===== src/rtl/blob_bbox_tracker.sv =====
// Per-frame bounding box, pixel count and EMA-smoothed centre of a masked blob.
// The box area is the depth cue for the downstream hand/head tracker.
module blob_bbox_tracker #(
  parameter int MIN_PIXELS   = 64,
  parameter int SMOOTH_SHIFT = 2
) (
  input  logic        clk_in,
  input  logic        rst_in,
  input  logic [10:0] x_in,
  input  logic [9:0]  y_in,
  input  logic        valid_in,
  input  logic        tabulate_in,
  output logic [10:0] x_min_out,
  output logic [10:0] x_max_out,
  output logic [9:0]  y_min_out,
  output logic [9:0]  y_max_out,
  output logic [19:0] count_out,
  output logic [10:0] x_center_out,
  output logic [9:0]  y_center_out,
  output logic        detected_out,
  output logic        valid_out
);

  typedef enum logic [1:0] {S_ACCUM, S_CENTER, S_FILTER, S_REPORT} state_t;

  localparam logic [19:0] MINP = 20'(MIN_PIXELS);

  state_t r_state, w_next;

  logic [10:0] r_xmin, r_xmax, r_s_xmin, r_s_xmax, r_raw_x, r_sm_x;
  logic [9:0]  r_ymin, r_ymax, r_s_ymin, r_s_ymax, r_raw_y, r_sm_y;
  logic [19:0] r_cnt, r_s_cnt, w_cnt_inc;
  logic        r_primed;

  logic        w_tab, w_det;
  logic [11:0] w_sum_x;
  logic [10:0] w_sum_y;
  logic signed [12:0] w_dx, w_dy, w_nx, w_ny;
  logic [10:0] w_fx;
  logic [9:0]  w_fy;

  assign w_tab     = tabulate_in && (r_state == S_ACCUM);
  assign w_cnt_inc = (r_cnt == 20'hFFFFF) ? r_cnt : r_cnt + 20'd1;
  assign w_sum_x   = {1'b0, r_s_xmin} + {1'b0, r_s_xmax};
  assign w_sum_y   = {1'b0, r_s_ymin} + {1'b0, r_s_ymax};
  assign w_det     = (r_s_cnt >= MINP);
  assign valid_out = (r_state == S_REPORT);

  // Signed 13-bit step toward the raw centre, arithmetic shift rounds toward -inf.
  assign w_dx = $signed({2'b00, r_raw_x}) - $signed({2'b00, r_sm_x});
  assign w_dy = $signed({3'b000, r_raw_y}) - $signed({3'b000, r_sm_y});
  assign w_nx = $signed({2'b00, r_sm_x}) + (w_dx >>> SMOOTH_SHIFT);
  assign w_ny = $signed({3'b000, r_sm_y}) + (w_dy >>> SMOOTH_SHIFT);

  always_comb begin
    w_fx = w_nx[10:0];
    if (w_nx < 0)                  w_fx = 11'd0;
    else if (w_nx > 13'sd2047)     w_fx = 11'd2047;
    w_fy = w_ny[9:0];
    if (w_ny < 0)                  w_fy = 10'd0;
    else if (w_ny > 13'sd1023)     w_fy = 10'd1023;
  end

  always_comb begin
    w_next = r_state;
    case (r_state)
      S_ACCUM:  if (tabulate_in) w_next = S_CENTER;
      S_CENTER: w_next = S_FILTER;
      S_FILTER: w_next = S_REPORT;
      default:  w_next = S_ACCUM;
    endcase
  end

  always_ff @(posedge clk_in) begin
    if (rst_in) r_state <= S_ACCUM;
    else        r_state <= w_next;
  end

  // Accumulators run in every state so the pixel stream is never dropped.
  always_ff @(posedge clk_in) begin
    if (rst_in) begin
      r_xmin <= 11'd2047; r_xmax <= 11'd0;
      r_ymin <= 10'd1023; r_ymax <= 10'd0;
      r_cnt  <= 20'd0;
      r_s_xmin <= 11'd0; r_s_xmax <= 11'd0;
      r_s_ymin <= 10'd0; r_s_ymax <= 10'd0;
      r_s_cnt  <= 20'd0;
    end else if (w_tab) begin
      r_s_xmin <= r_xmin; r_s_xmax <= r_xmax;
      r_s_ymin <= r_ymin; r_s_ymax <= r_ymax;
      r_s_cnt  <= r_cnt;
      if (valid_in) begin
        r_xmin <= x_in; r_xmax <= x_in;
        r_ymin <= y_in; r_ymax <= y_in;
        r_cnt  <= 20'd1;
      end else begin
        r_xmin <= 11'd2047; r_xmax <= 11'd0;
        r_ymin <= 10'd1023; r_ymax <= 10'd0;
        r_cnt  <= 20'd0;
      end
    end else if (valid_in) begin
      if (x_in < r_xmin) r_xmin <= x_in;
      if (x_in > r_xmax) r_xmax <= x_in;
      if (y_in < r_ymin) r_ymin <= y_in;
      if (y_in > r_ymax) r_ymax <= y_in;
      r_cnt <= w_cnt_inc;
    end
  end

  // FILTER registers the outputs so they are stable for the whole REPORT cycle.
  always_ff @(posedge clk_in) begin
    if (rst_in) begin
      r_raw_x <= 11'd0; r_raw_y <= 10'd0;
      r_sm_x  <= 11'd0; r_sm_y  <= 10'd0;
      r_primed <= 1'b0;
      x_min_out <= 11'd0; x_max_out <= 11'd0;
      y_min_out <= 10'd0; y_max_out <= 10'd0;
      count_out <= 20'd0;
      x_center_out <= 11'd0; y_center_out <= 10'd0;
      detected_out <= 1'b0;
    end else begin
      if (r_state == S_CENTER) begin
        r_raw_x <= w_sum_x[11:1];
        r_raw_y <= w_sum_y[10:1];
      end
      if (r_state == S_FILTER) begin
        count_out    <= r_s_cnt;
        detected_out <= w_det;
        if (w_det) begin
          x_min_out <= r_s_xmin; x_max_out <= r_s_xmax;
          y_min_out <= r_s_ymin; y_max_out <= r_s_ymax;
          r_primed  <= 1'b1;
          if (r_primed) begin
            r_sm_x <= w_fx; r_sm_y <= w_fy;
            x_center_out <= w_fx; y_center_out <= w_fy;
          end else begin
            r_sm_x <= r_raw_x; r_sm_y <= r_raw_y;
            x_center_out <= r_raw_x; y_center_out <= r_raw_y;
          end
        end else begin
          r_primed <= 1'b0;
        end
      end
    end
  end

endmodule


===== config.mk =====
export PLATFORM = sky130hd
export DESIGN_NAME = blob_bbox_tracker
export DESIGN_NICKNAME = d
export VERILOG_FILES = /design/src/rtl/blob_bbox_tracker.sv
export SDC_FILE = /design/constraint.sdc
export NUM_CORES = 1
export LEC_CHECK = 0
export BUFFER_PORTS_ARGS = -buffer_cell sky130_fd_sc_hd__buf_2
export CORE_MARGIN = 2
export CORE_UTILIZATION = 30
export CTS_CLUSTER_DIAMETER = 30
export CTS_CLUSTER_SIZE = 16
export DETAILED_ROUTE_END_ITERATION = 8
export GPL_TIMING_DRIVEN = 0
export HOLD_SLACK_MARGIN = 0.15
export SETUP_SLACK_MARGIN = 0.05
export SLEW_MARGIN = 20
export SYNTH_ARGS = -nofsm -noshare
export SYNTH_HDL_FRONTEND = slang
export SYNTH_SLANG_ARGS = --single-unit

===== constraint.sdc =====
create_clock -name clk_in -period 8 [get_ports clk_in]
set_input_delay 1.2 -clock clk_in [delete_from_list [all_inputs] [get_ports clk_in]]
set_output_delay 1.2 -clock clk_in [all_outputs]
set_load 0.03 [all_outputs]

==> flow_metrics.tcl, run 1 <==
set metrics [dict create \
    ctsHoldBuffers 0 \
    min_path_cells 2 \
    globalplace.congestion 0.861 \
    power.internal_mw 3.52 \
    row_count 74 \
    insertion_delay_ns 0.60 \
    finalClockSkew_ns 0.0281 \
    syn_nets 1593 \
    clock_path_buffers 3 \
    p_seq_share_pct 26.2 \
    rr_worst_depth 17 \
    pin_count 110 \
    finalPower_mw 5.14 \
    critPathKind "reg2reg" \
    io_buffers 109 \
    rsz0062_at_grt "false" \
    netlist_area_um2 12300 \
    vias 10901 \
    post_synth_num_cell_types 70 \
    cts_tree "built" \
    hold_path_end "y_min_out[4]" \
    fin_crit_ns 4.27 \
    netlist_instances 1457 \
    path_clk_slew_ns 0.04 \
    relSlewSlack_pct 47.9 \
    drv_slew 0 \
    critPathMaxFanout 8 \
    async_reset_ff_share_pct 0 \
    cts_buffers 60 \
    finish.utilization_pct 38.5 \
    cts_resized 0 \
    switching_share_pct 31.5 \
    clock_power_share_pct 48.2 \
    yosys_most_used_dff "dfxtp_1" \
    ys.warnings.count 0 \
    crit_arrival_ns 4.75 \
    p_switching_mw 1.62 \
    grt_max_degree 17 \
    die-width_um 207 \
    drv_cap 0 \
    critPathCaptureType "flop" \
    drt-initial-drc-count 434 \
    drc_errors 0 \
    grt.total_usage_pct 16.6 \
    rrSetupSlack_ns 3.73 \
    ant_nets 0 \
    yosysSeqAreaShare_pct 37.5 \
    cp.required_ns 8.48 \
    startpoint_type "flop" \
    grt-ovfl-total 0 \
    die_h_um 207 \
    min_from "y_min_out[4]" \
    r2r_end "r_sm_x[4]" \
    antenna_found_initial 10 \
    synth-edff-count 0 \
    die-area_um2 42700 \
    htreeDepth 2 \
    cts_sinks 231 \
    ir_drop_mv 0.208 \
    firstDrtPassIters 5 \
    start_util_pct 30.3 \
    status "completed" \
    p_comb_share_pct 25.6 \
    max_freq_mhz 234 \
    post_cts_buffers 0 \
    area_growth_pct 27.1 \
    grt_pass1_wl_um 56300 \
    wl_um 35200 \
    hold_viol 0 \
    power_density_nw_per_um2 328 \
    p_leak_nw 6.60 \
    avgSynthCellArea_um2 8.46 \
    dp_hpwl_um 26800 \
    worstReg2RegStart "r_sm_x[2]" \
    fin_nets 1764 \
    hp-class "reg2reg" \
    root_buffer "clkbuf_16" \
    layout-drive-gt1-share_pct 15.0 \
    synth_seq_cells 231 \
    core_um2 40600 \
    fin_tns_setup_ns 0 \
    min_period_over_period_pct 53.4 \
    setup_viol 0 \
    vias_per_cell 4.93 \
    wire_per_inst_um 15.9 \
    worstMarginPinSlew_ns 0.781 \
    grt_pass1_vias 10926 \
]
## worst max-delay path, stage by stage (launching register included)
cell and delay (ns):
dfxtp_1 0.37, inv_1 0.09, ha_1 0.36, a21o_1 0.20
a31oi_2 0.22, o21ai_2 0.14, o21a_1 0.23, o21a_1 0.20
nor2_1 0.12, xnor2_1 0.14, ha_1 0.28, o21a_1 0.14
o21ai_0 0.23, a211oi_1 0.14, or4_1 0.54, mux2i_4 0.33
o21ai_0 0.16, a221oi_1 0.29
## power groups by stage
stage	clock network [mW]	registers [mW]	logic (mW)
after detailed placement	0	1.36	1.30
after floorplan	0	1.32	1.02
after global routing	2.58	1.36	1.47
after CTS	2.52	1.34	1.32
final	2.48	1.34	1.32
after global placement	0	1.36	1.28
## worst max path at each step
| stage | from | endpoint | slack, ns |
|---|---|---|---|
| 2_1_floorplan | r_sm_x[2] | r_sm_x[3] | 4.00 |
| 5_1_grt | r_sm_x[2] | r_sm_x[1] | 3.41 |
| 6_report | r_sm_x[2] | r_sm_x[4] | 3.73 |
| 3_5_place_dp | r_sm_x[2] | r_sm_x[4] | 3.73 |
| 4_1_cts | r_sm_x[2] | r_sm_x[4] | 3.71 |
| 3_3_place_gp | r_sm_x[2] | r_sm_x[3] | 3.79 |
## layout make-up
type	instances	area, um^2
Fill cell	4159	25000
Multi-Input combinational cell	1069	7030
Sequential cell	231	4620
Clock buffer	79	1680
Tap cell	532	666
Timing Repair Buffer	109	546
Clock inverter	31	435
Buffer	69	337
Inverter	88	332
Antenna cell	5	12.5
## cells in the mapped netlist (10+ instances only)
library cell | n | area share (%)
nor2b_1 | 11 | 0.56
a21oi_1 | 162 | 6.6
nor3_1 | 20 | 0.81
inv_1 | 87 | 2.6
a22o_1 | 21 | 1.5
dfxtp_1 | 231 | 38
nor2_1 | 101 | 3.1
clkbuf_1 | 58 | 1.8
mux2i_1 | 33 | 2.7
o21bai_1 | 15 | 0.91
and3_1 | 12 | 0.61
nand3_1 | 20 | 0.81
o21a_1 | 16 | 0.97
and3b_1 | 19 | 1.4
nand2_1 | 249 | 7.6
ha_1 | 107 | 11
o211ai_1 | 15 | 0.91
a21o_1 | 20 | 1.2
nand4_1 | 10 | 0.51
o21ai_0 | 43 | 1.7
a211oi_1 | 13 | 0.79
xnor2_1 | 40 | 2.8
xor2_1 | 16 | 1.1
## metal layers
layer,GRT usage [%],routed length (um),share of wire [%]
met5,0,69,0.20
met4,6.35,875,2.5
met3,4.07,2220,6.3
met2,27.7,16400,47
met1,20.5,15500,44
## state kept, by name, indices dropped and copies added (netlist names), 11 cells and up
register   count
r_s_cnt       20
r_xmax        11
r_cnt         20
x_min_out     11
x_max_out     11
r_raw_x       11
count_out     20
r_s_xmax      11
r_xmin        11
r_sm_x        11
r_s_xmin      11
## cell families after synthesis
group | after synthesis | share of synthesized area, %
buf+inv | 157 | 5.42
fa+ha+maj | 111 | 11.5
compound gates | 375 | 20.3
mux | 35 | 3.05
simple gates | 491 | 18.1
xor+xnor | 57 | 4.11
flops | 231 | 37.5
## through the flow
stage | setup WS [ns] | cell area, um^2 | instances | hold WS, ns
CTS | 3.71 | 15700 | 2208 | 0.454
detailed placement | 3.73 | 13500 | 2098 | 0.449
finish | 3.73 | 15700 | 2213 | 0.452
global route | 3.41 | 15700 | 2209 | 0.465
floorplan | 4.00 | 12300 | 1457 | 0.436
global placement | 3.79 | 13500 | 2098 | 0.445
## placed cells by master, fill, tap and decap left out, types with 6 or more instances in the layout
cell type and n:
dfxtp_1 231, a22oi_1 6, nand3_1 20, nand4_1 10, buf_2 109, xnor2_1 40
xor2_1 16, nand2b_1 7, a221oi_2 9, a211oi_1 13, clkbuf_16 60, o21ai_0 43
ha_1 107, clkinv_2 12, clkinvlp_4 6, nor3_1 20, clkbuf_8 18, and3b_1 19
o21bai_1 15, mux2i_1 33, o211ai_1 15, and3_1 12, o21a_1 16, nand2_1 249
inv_1 87, clkbuf_1 66, nor2_1 101, or3_1 7, nor2b_1 11, a21oi_1 162
a221oi_1 9, bufinv_16 9, and2_1 9, a21o_1 20, a22o_1 21
Note: power is estimated with default switching activity, not from simulation.
==> run 2: changes to the inputs <==
- ABC_AREA: not set -> 1
- clock period: 8 -> 3.5 ns (I/O delays scaled with it)
==> run 2 against run 1 <==
Compared with the run above:
- die area grew 4.6%
- via count grew 18%
- synthesized area grew 4.7%
- non-clock buffer count grew 15
- highest routed layer is now met4
==> flow_metrics.tcl, run 2 <==
set metrics [dict create \
    netlist_instances 1853 \
    startpoint_type "flop" \
    firstDrtPassIters 5 \
    max_freq_mhz 308 \
    fin_crit_ns 3.25 \
    drc_errors 0 \
    drt-initial-drc-count 708 \
    critPathCaptureType "flop" \
    setup_ws_ns 0.254 \
    crit_top_cell "nand2_1" \
    ant_nets 0 \
    crit_arrival_ns 3.75 \
    cts_sinks 231 \
    layout-drive-gt1-share_pct 13.9 \
    synth-edff-count 0 \
    relSlewSlack_pct 52.2 \
    synth_seq_cells 231 \
    grt_pass1_vias 12439 \
    final_cells 2614 \
    area_growth_pct 27.8 \
    synth_top_area_cell "dfxtp_1" \
    root_buffer "clkbuf_16" \
    rsz0062_at_grt "true" \
    vias 12896 \
    path_clk_slew_ns 0.05 \
    dp_hpwl_um 32000 \
    crit_family "simple AND/OR/NAND/NOR gates" \
    async_reset_ff_share_pct 0 \
    status "completed" \
    start_util_pct 30.5 \
    grt_pass1_wl_um 65700 \
    globalplace.congestion 0.869 \
    yosys_most_used_dff "dfxtp_1" \
    cts_tree "built" \
    cpPeakStageDelay_ns 0.36 \
    synth_top_area_share_pct 35.8 \
    hold_viol 0 \
    antenna_found_initial 2 \
    drv_cap 0 \
    hold_ws_ns 0.248 \
    clock_path_buffers 3 \
    synth_common_cells "nand2_1 (328), inv_1 (232), dfxtp_1 (231), nor2_1 (219), a21oi_1 (199)" \
    yosysSeqAreaShare_pct 35.8 \
    synth.area.top_cells "dfxtp_1 (36%), ha_1 (10%), nand2_1 (9.5%)" \
    grt-ovfl-total 0 \
    pin_count 110 \
    setup_viol 0 \
    fin_nets 2162 \
    io_buffers 107 \
    die-width_um 211 \
    row_count 75 \
    reg_top3 "count_out: 20 flops, r_cnt: 20 flops, r_s_cnt: 20 flops" \
    insertion_delay_ns 0.59 \
    netlist_area_um2 12900 \
    wire_per_inst_um 16.0 \
    worstMarginPinSlew_ns 0.716 \
    cts_buffers 56 \
    worstPathBufferInverterCount 4 \
    finalClockSkew_ns 0.0303 \
    synth_most_common_cell "nand2_1" \
    drv_slew 0 \
    slowest_stage "dfxtp_4" \
    grt.total_usage_pct 18.6 \
    cp.required_ns 4.00 \
    cp_cell_sequence "inv_1 -> ha_1 -> nand2_1 -> o21ai_4 -> inv_1 -> o21bai_2 -> nand2_1 -> nand2_1 -> nand3_1 -> nand2_1 -> xor2_1 -> ha_1 -> nand2_2 -> inv_1 -> nand2_1 -> nand2_1 -> nand2_1 -> nand3_1 -> nand2_1 -> nand2_1 -> nor2_4 -> buf_6 -> nand2_1 -> a21oi_1" \
    avgSynthCellArea_um2 6.96 \
    min_period_over_period_pct 92.7 \
    layout_common_cells "nand2_1 (318), inv_1 (232), dfxtp_1 (218), nor2_1 (214), a21oi_1 (192)" \
    htreeDepth 2 \
    die_h_um 211 \
    dp.cells 2499 \
    dp_slack_ns -0.0923 \
    critPathKind "reg2reg" \
    core_um2 42200 \
    post_synth_num_cell_types 44 \
    grt_max_degree 15 \
    final_common_cell "nand2_1" \
    fin_tns_setup_ns 0 \
    die-area_um2 44700 \
    ys.warnings.count 0 \
    hp-class "in2reg" \
    critPathMaxFanout 5 \
    wl_um 41800 \
    syn_nets 1989 \
    vias_per_cell 4.93 \
]
[run 2: changes by cell type after synthesis, moves of 37 or more]
cell	previous run	this run
nand3_1	20	130
nand2_1	249	328
inv_1	87	232
a21oi_1	162	199
o21ai_0	43	185
nor2_1	101	219
[run 2: tightest hold or removal path, stage by stage]
cell	delay [ns]
buf_2	0.11
nand3_1	0.07
a21oi_1	0.06
[run 2: final cells by class]
cell class / instances / area [um^2]
Buffer: 80 / 347
Tap cell: 539 / 674
Clock inverter: 30 / 479
Clock buffer: 75 / 1580
Multi-Input combinational cell: 1311 / 7290
Inverter: 233 / 875
Sequential cell: 231 / 4650
Antenna cell: 2 / 5.00
Fill cell: 4330 / 25700
Timing Repair Buffer: 113 / 584
[run 2: layer usage]
layer  vias to the layer above  routed length (um)  track usage (%)
li1                       6456                   -                -
met1                      6028               18100             22.9
met2                       321               20000             32.0
met3                        91                2170             3.03
met4                         0                1540             8.14
met5                         -                   0                0
[run 2: logic make-up after synthesis]
| group | count (synthesis) | share of synthesized area, % |
|---|---|---|
| buffers and inverters | 313 | 9.37 |
| flip-flops | 231 | 35.8 |
| adder cells (fa/ha/maj) | 111 | 11.0 |
| AND/OR/NAND/NOR | 731 | 23.5 |
| XOR/XNOR | 41 | 2.78 |
| AO/OA/AOI/OAI | 426 | 17.5 |
[run 2: worst paths after layout]
check / depth (start not counted) / slack (ns) / to / startpoint
worst min register to register: 2 / 0.46 / r_xmin[4] / r_xmin[4]
worst min-delay path: 3 / 0.25 / r_ymax[0] / y_in[0]
worst max-delay path: 24 / 0.25 / r_sm_x[5] / r_sm_x[1]
worst max register to register: 24 / 0.25 / r_sm_x[5] / r_sm_x[1]
[run 2: timing repair]
| item | in CTS | in global routing |
|---|---|---|
| cloned | 0 | 3 |
| buffers inserted | 0 | 5 |
| pin swaps | 0 | 15 |
| hold buffers | 0 | 0 |
| setup endpoints to repair | 10 | 21 |
| gates resized for setup | 2 | 67 |
[run 2: stage by stage]
step	utilization, %	instance area [um^2]
after floorplan	-	12900
after global placement	33.4	14100
after detailed placement	33.4	14100
after CTS	38.3	16200
after global routing	39.1	16500
final	39.1	16500
Power of run 2 is left out: the tool's default activity adds up to more than one toggle a clock period on the data nets, which glitch-free logic cannot reach.
